`config.mk`:
```
export PLATFORM = sky130hd
export DESIGN_NAME = operand_fetch
export DESIGN_NICKNAME = d
export VERILOG_FILES = /design/src/rtl/datapath_pkg.sv /design/src/rtl/regfile8x16.sv /design/src/rtl/operand_fetch.sv
export SDC_FILE = /design/constraint.sdc
export NUM_CORES = 1
export LEC_CHECK = 0
export CAP_MARGIN = 20
export CORE_MARGIN = 5
export CORE_UTILIZATION = 55
export DETAILED_ROUTE_END_ITERATION = 8
export PLACE_DENSITY_LB_ADDON = 0.1
export SYNTH_ARGS = -nofsm -noshare
export SYNTH_HDL_FRONTEND = slang
export SYNTH_HIERARCHICAL = 1
export SYNTH_SLANG_ARGS = --single-unit
```
`constraint.sdc`:
```
create_clock -name clk -period 4 [get_ports clk]
set_input_delay 1 -clock clk [delete_from_list [all_inputs] [get_ports clk]]
set_output_delay 1 -clock clk [all_outputs]
set_load 0.1 [all_outputs]
```
`src/rtl/datapath_pkg.sv`:
```
// datapath_pkg: shared widths and shift-op encodings for the operand datapath
package datapath_pkg;
    localparam int DATA_W    = 16;
    localparam int NREGS     = 8;
    localparam int REG_IDX_W = 3;

    localparam logic [1:0] SH_NONE = 2'b00;
    localparam logic [1:0] SH_LSL  = 2'b01;
    localparam logic [1:0] SH_LSR  = 2'b10;
    localparam logic [1:0] SH_ASR  = 2'b11;
endpackage

```
`src/rtl/regfile8x16.sv`:
```
// regfile8x16: 8 x 16 register file, one sync write port, one combinational read port
module regfile8x16
    import datapath_pkg::*;
(
    input  logic                 clk,
    input  logic                 reset_n,
    input  logic                 write,
    input  logic [REG_IDX_W-1:0] writenum,
    input  logic [DATA_W-1:0]    data_in,
    input  logic [REG_IDX_W-1:0] readnum,
    output logic [DATA_W-1:0]    rdata
);
    logic [DATA_W-1:0] regs_q [NREGS];
    logic [DATA_W-1:0] regs_d [NREGS];

    // write decoder: only the addressed register takes data_in
    always_comb begin
        for (int i = 0; i < NREGS; i++)
            regs_d[i] = (write && writenum == REG_IDX_W'(i)) ? data_in : regs_q[i];
    end

    // storage with asynchronous clear
    always_ff @(posedge clk or negedge reset_n) begin
        if (!reset_n)
            regs_q <= '{default: '0};
        else
            regs_q <= regs_d;
    end

    // no write bypass: a same-cycle write becomes readable after the edge
    assign rdata = regs_q[readnum];
endmodule

```
`src/rtl/operand_fetch.sv`:
```
// operand_fetch: register file, A/B operand latches, B shifter and ALU input muxes
module operand_fetch
    import datapath_pkg::*;
(
    input  logic                 clk,
    input  logic                 reset_n,
    input  logic                 write,
    input  logic [REG_IDX_W-1:0] writenum,
    input  logic [DATA_W-1:0]    data_in,
    input  logic [REG_IDX_W-1:0] readnum,
    input  logic                 loada,
    input  logic                 loadb,
    input  logic [1:0]           shift,
    input  logic                 asel,
    input  logic                 bsel,
    input  logic [DATA_W-1:0]    sximm5,
    output logic [DATA_W-1:0]    Ain,
    output logic [DATA_W-1:0]    Bin
);
    logic [DATA_W-1:0] rdata;
    logic [DATA_W-1:0] a_q, a_d, b_q, b_d, sh;

    regfile8x16 u_rf (
        .clk      (clk),
        .reset_n  (reset_n),
        .write    (write),
        .writenum (writenum),
        .data_in  (data_in),
        .readnum  (readnum),
        .rdata    (rdata)
    );

    // A/B latches capture the pre-write read data, otherwise hold
    always_comb begin
        a_d = loada ? rdata : a_q;
        b_d = loadb ? rdata : b_q;
    end

    // operand latch state with asynchronous clear
    always_ff @(posedge clk or negedge reset_n) begin
        if (!reset_n) begin
            a_q <= '0;
            b_q <= '0;
        end else begin
            a_q <= a_d;
            b_q <= b_d;
        end
    end

    // B-path shifter; shifted-out bits are dropped
    always_comb begin
        sh = (shift == SH_LSL) ? {b_q[DATA_W-2:0], 1'b0} :
             (shift == SH_LSR) ? {1'b0, b_q[DATA_W-1:1]} :
             (shift == SH_ASR) ? {b_q[DATA_W-1], b_q[DATA_W-1:1]} :
                                 b_q;
    end

    assign Ain = asel ? '0 : a_q;
    assign Bin = bsel ? sximm5 : sh;
endmodule
```
==> flow_summary.yaml, run 1 <==
routing:
  drtIter0Drc: 163
  dr.pass1.iters: 4
  vias: 4481
  viasPerCell: 5.94
  drc_errors: 0
  wire_per_inst_um: 21.5
  wirelength_um: 16200
  ant_nets: 0
cts:
  htree_levels: 4
  cts_tree: "done"
  cts.reportedPaths.clkPinSlew_ns: 0.06
  clock_latency_ns: 0.42
  postCtsSetupBuffers: 0
  clock-root-buffer: "clkbuf_16"
  cts_buffers: 17
  clock_path_buffers: 2
  cts_resized: 0
  clock-sinks: 160
  ctsHoldBuffers: 0
critical_path:
  r2r_end: "a_q[3]$_DFFE_PN0P_"
  reg2reg_depth: 3
  crit_family: "buffers and inverters"
  cp_data_arrival_time_ns: 2.67
  cp_slowest_stage_delay_ns: 0.45
  path_class: "in2out"
  r2r_slack_ns: 2.39
  worst_path_max_delay_cell: "clkdlybuf4s50_1"
  reg2reg_from: "u_rf/regs_q[99]$_DFFE_PN0P_"
  cp_max_fo: 11
  end_kind: "output port"
  start_kind: "primary input"
  worst-path-buf-inv: 3
  worstPathRequired_ns: 3.00
  crit_chain: "clkdlybuf4s50_1 -> buf_4 -> or2b_1 -> o22ai_1 -> a21oi_1 -> buf_12"
floorplan:
  rows: 43
  core_region_area_um2: 13800
  boundaryPins: 79
  initial_core_util: 0.555
  fp.dieW_um: 128
  die-area_um2: 16400
  die_y_um: 128
finish:
  antenna_cells: 0
  fill_cells: 959
  area_growth_pct: 24.5
  layout-drive-gt1-share: 0.476
  final_util: 0.691
  finalNetCount: 608
worst_hold_path:
  min_path_type: "reg2reg"
  hold_path_end: "a_q[11]$_DFFE_PN0P_"
  whs_path_depth: 1
  hp-start: "a_q[11]$_DFFE_PN0P_"
yosys:
  synth_flop_cell: "dfrtp_1"
  ys_ff_latch: 160
  synth_edf_count: 0
  synth_fa_ha_area_frac: 0
  synth_compound_area_frac: 0.0211
  syn_inst: 484
  postSynthAreaPerCell_um2: 15.8
  syn_area_um2: 7650
  ys_types: 29
  synthArstFlopShare: 1.00
  synth.area.top_cells: "dfrtp_1 (52%), mux2_2 (26%), mux4_1 (9.6%)"
  yosys.area_share.simple: 0.0335
  synth_top_cell_by_area: "dfrtp_1"
  yosys_warnings: 6
  syn_nets: 531
  ys_seq_area_frac: 0.523
  synth_xor_area_frac: 0
  synthMuxAreaShare: 0.392
  synth_top_area_frac: 0.523
  synth_top_family_by_area: "multiplexers"
sta:
  finalHoldWorstSlack_ns: 0.495
  min_period_over_period: 0.917
  maxSlewHeadroom: 0.492
  fmax_mhz: 272
  setup_viol: 0
  finalClockSkew_ns: 0.00680
  min_period_ns: 3.67
  rsz0062_at_grt: "false"
  hold_violations: 0
  drv_slew: 0
  worstMarginPinSlew_ns: 0.760
power_and_ir_drop:
  powerDensity_nw_per_um2: 582
  ir_worst_vdd_v: 0.000296
  leakagePower_uw: 0.00411
place:
  place.gp.congestion: 0.874
  io_buffer_count: 78
  place_hpwl_um: 10600
outcome:
  status: "finished clean"
global_routing:
  grt_max_degree: 70
  grt.total_usage: 0.213
  grt_pass1_wl_um: 27000
  antenna_found_initial: 0
  gr-total-overflow: 0
  grt_pass1_vias: 4888
run:
  max-cap-violations: 0
-- worst max-delay path by stage --
stage / start / cells after the start / endpoint
detailed placement: shift[1] / 6 / Bin[11]
CTS: shift[1] / 6 / Bin[11]
finish: shift[1] / 6 / Bin[11]
floorplan: shift[0] / 4 / Bin[11]
global placement: shift[1] / 5 / Bin[8]
global route: shift[1] / 5 / Bin[7]
-- sequential cells by signal, summed over array words and instances (netlist names) --
signal	cells
u_rf/regs_q	128
a_q	16
b_q	16
-- through the flow --
step	std cells	setup TNS, ns	total power, uW	instance area [um^2]	setup WS, ns
floorplan	484	-0.135	3340	7650	-0.0150
global placement	722	0	3830	8910	0.422
detailed placement	722	0	3900	8910	0.333
CTS	754	0	5590	9520	0.323
global route	754	0	5790	9520	0.200
finish	754	0	5550	9520	0.330
-- kinds of logic (layout without fill, tap and decap cells) --
group,after synthesis,count (layout)
multiplexers,226,226
AND/OR/NAND/NOR,33,33
AO/OA/AOI/OAI,28,28
flip-flops,160,160
buffers and inverters,37,127
-- cell type report --
cell class	count	area, um^2	area share
sequential	160	4000	0.420
multi-input combinational	287	3450	0.362
timing repair buffer	94	1230	0.129
clock buffer	20	447	0.0469
tap	180	225	0.0236
clock inverter	12	165	0.0173
inverter	1	3.75	0.000394
-- cells in the mapped netlist, drive strengths merged, types with 2 or more instances --
library cell	n
mux4	32
dfrtp	160
nand4b	3
nand2	4
mux2	180
nor2	2
clkbuf	7
o22ai	11
nor4bb	2
nor2b	16
buf	29
a21oi	11
mux2i	14
o21ai	4
-- report_power, final --
part / leakage, uW / internal, uW / switching [uW]
registers: 0.00192 / 2020 / 222
logic: 0.00189 / 805 / 829
clock network: 0.000299 / 1050 / 621
-- placed cells by master, fill, tap and decap left out, drive strengths merged --
cell type	synthesis	layout
a21oi	11	11
a22oi	1	1
a311o	1	1
and2	1	1
and3	1	1
and4bb	1	1
buf	29	50
bufinv	0	4
clkbuf	7	20
clkdlybuf4s50	0	44
clkinv	0	6
clkinvlp	0	2
dfrtp	160	160
inv	1	1
mux2	180	180
mux2i	14	14
mux4	32	32
nand2	4	4
nand4	1	1
nand4b	3	3
nor2	2	2
nor2b	16	16
nor4b	1	1
nor4bb	2	2
o21ai	4	4
o22ai	11	11
or2b	1	1
-- routing by layer --
layer,GRT usage,routed length [um]
met4,0.0705,207
met1,0.298,7620
met5,0,0
met3,0.0383,618
met2,0.341,7790
Note: power is estimated with default switching activity, not from simulation.
==> inputs of run 2 (changes only) <==
--- a/config.mk
+++ b/config.mk
@@ -6,7 +6,6 @@
 export NUM_CORES = 1
 export LEC_CHECK = 0
 export CAP_MARGIN = 20
-export CORE_MARGIN = 5
 export CORE_UTILIZATION = 55
 export DETAILED_ROUTE_END_ITERATION = 8
 export PLACE_DENSITY_LB_ADDON = 0.1
==> run 2 against run 1 <==
Effect of this change: worst setup slack worse by 0.068 ns; sequential power about the same; cell count down 0.66%; via count down 0.29%; first-iteration DRC count up 18%; sequential share of layout area up 0.24 points; routed wire length down 1.5%; clock skew down 0.00052 ns; design area down 0.56%; count of clock-buffer cells in the layout up 7; critical path type unchanged; largest power group unchanged.
==> flow_summary.yaml, run 2 (synthesized netlist as in run 1, its figures left out) <==
finish:
  largest_reg_flops: 128
  antenna_cells: 0
  final_cell_mix: "mux2_2 (179), dfrtp_1 (160), clkdlybuf4s50_1 (44)"
  final_common_cell: "mux2_2"
  reg.largest.list: "u_rf/regs_q: 128 flops, a_q: 16 flops, b_q: 16 flops"
  area_growth_pct: 23.8
  max_flop_register: "u_rf/regs_q"
  finalNetCount: 607
  regArea_um2: 4000
  fin_area_um2: 9470
  final_util: 0.707
  layout-drive-gt1-share: 0.473
  fill_cells: 918
  multi_input_area_um2: 3450
critical_path:
  worstPathRequired_ns: 3.00
  start_kind: "primary input"
  endpoint: "Bin[15]"
  startpoint: "bsel"
  worst-path-buf-inv: 3
  crit_family: "buffers and inverters"
  reg2reg_depth: 3
  cp_max_fo: 13
  crit_chain: "clkdlybuf4s50_1 -> inv_1 -> and3_1 -> a311o_1 -> buf_12"
  end_kind: "output port"
  cp_data_arrival_time_ns: 2.74
  r2r_slack_ns: 2.37
  reg2reg_from: "u_rf/regs_q[98]$_DFFE_PN0P_"
  worst_path_max_delay_cell: "clkdlybuf4s50_1"
  cp_slowest_stage_delay_ns: 0.69
  r2r_end: "a_q[2]$_DFFE_PN0P_"
  cp.depth: 5
  path_class: "in2out"
power_and_ir_drop:
  powerDensity_nw_per_um2: 569
  leakagePower_uw: 0.00410
  ir_worst_vdd_v: 0.000384
floorplan:
  core_region_area_um2: 13400
  die-area_um2: 14400
  initial_core_util: 0.571
  fp.dieW_um: 120
  rows: 42
  boundaryPins: 79
  die_y_um: 120
global_routing:
  grt_pass1_wl_um: 26300
  gr-total-overflow: 0
  grt_max_degree: 93
  grt.total_usage: 0.246
  antenna_found_initial: 0
  grt_pass1_vias: 4916
place:
  place_ws_ns: 0.270
  io_buffer_count: 78
  placed_cell_area_um2: 8910
  place_hpwl_um: 10400
  place.gp.congestion: 0.899
sta:
  worstMarginPinSlew_ns: 0.834
  min_period_ns: 3.74
  fin_setup_tns_ns: 0
  fmax_mhz: 268
  drv_slew: 0
  min_period_over_period: 0.934
  finalClockSkew_ns: 0.00628
  layout_setup_ws_ns: 0.262
  hold_violations: 0
  maxSlewHeadroom: 0.444
  setup_viol: 0
  rsz0062_at_grt: "false"
cts:
  clock_path_buffers: 2
  cts.reportedPaths.clkPinSlew_ns: 0.06
  clock_latency_ns: 0.42
  cts_buffers: 17
  cts_resized: 0
  clock-sinks: 160
  ctsHoldBuffers: 0
  cts_tree: "done"
  postCtsSetupBuffers: 0
  clock-root-buffer: "clkbuf_16"
  htree_levels: 4
routing:
  wirelength_um: 16000
  viasPerCell: 5.97
  drtIter0Drc: 193
  dr.pass1.iters: 4
  vias: 4468
  wire_per_inst_um: 21.3
  drc_errors: 0
  ant_nets: 0
outcome:
  status: "finished clean"
worst_hold_path:
  min_path_type: "reg2reg"
run:
  max-cap-violations: 0
[run 2: worst min path at each step]
stage	startpoint	end	depth (start not counted)
finish	u_rf/regs_q[110]$_DFFE_PN0P_	u_rf/regs_q[110]$_DFFE_PN0P_	1
global route	u_rf/regs_q[35]$_DFFE_PN0P_	u_rf/regs_q[35]$_DFFE_PN0P_	1
CTS	u_rf/regs_q[108]$_DFFE_PN0P_	u_rf/regs_q[108]$_DFFE_PN0P_	1
detailed placement	u_rf/regs_q[110]$_DFFE_PN0P_	u_rf/regs_q[110]$_DFFE_PN0P_	1
global placement	u_rf/regs_q[29]$_DFFE_PN0P_	u_rf/regs_q[29]$_DFFE_PN0P_	1
floorplan	u_rf/regs_q[64]$_DFFE_PN0P_	u_rf/regs_q[64]$_DFFE_PN0P_	1
[run 2: power breakdown]
part           internal [uW]  switching, uW  total (uW)  leakage, uW
Clock                    904            597        1500     0.000283
Sequential              2020            229        2250      0.00192
Combinational            806            835        1640      0.00189
Total                   3730           1660        5390      0.00410
[run 2: stage by stage]
step	power, uW	std cells	hold slack [ns]
3_3_place_gp	3830	717	0.479
6_report	5390	749	0.496
3_5_place_dp	3910	717	0.488
5_1_grt	5620	749	0.513
2_1_floorplan	3340	484	0.470
4_1_cts	5430	749	0.501
[run 2: cell type report]
cell class / count / share of cell area
clock buffer: 27 / 0.0563
timing repair buffer: 93 / 0.130
clock inverter: 5 / 0.00264
inverter: 1 / 0.000396
sequential: 160 / 0.423
tap: 176 / 0.0233
multi-input combinational: 287 / 0.364
[run 2: per-layer routing]
layer | vias to the layer above | track usage | share of wire | wire, um
met5 | - | 0 | 0 | 0
met4 | 0 | 0.0969 | 0.018 | 292
met3 | 22 | 0.0532 | 0.041 | 654
met2 | 102 | 0.402 | 0.50 | 8000
met1 | 2344 | 0.320 | 0.44 | 7040
li1 | 2000 | - | - | -
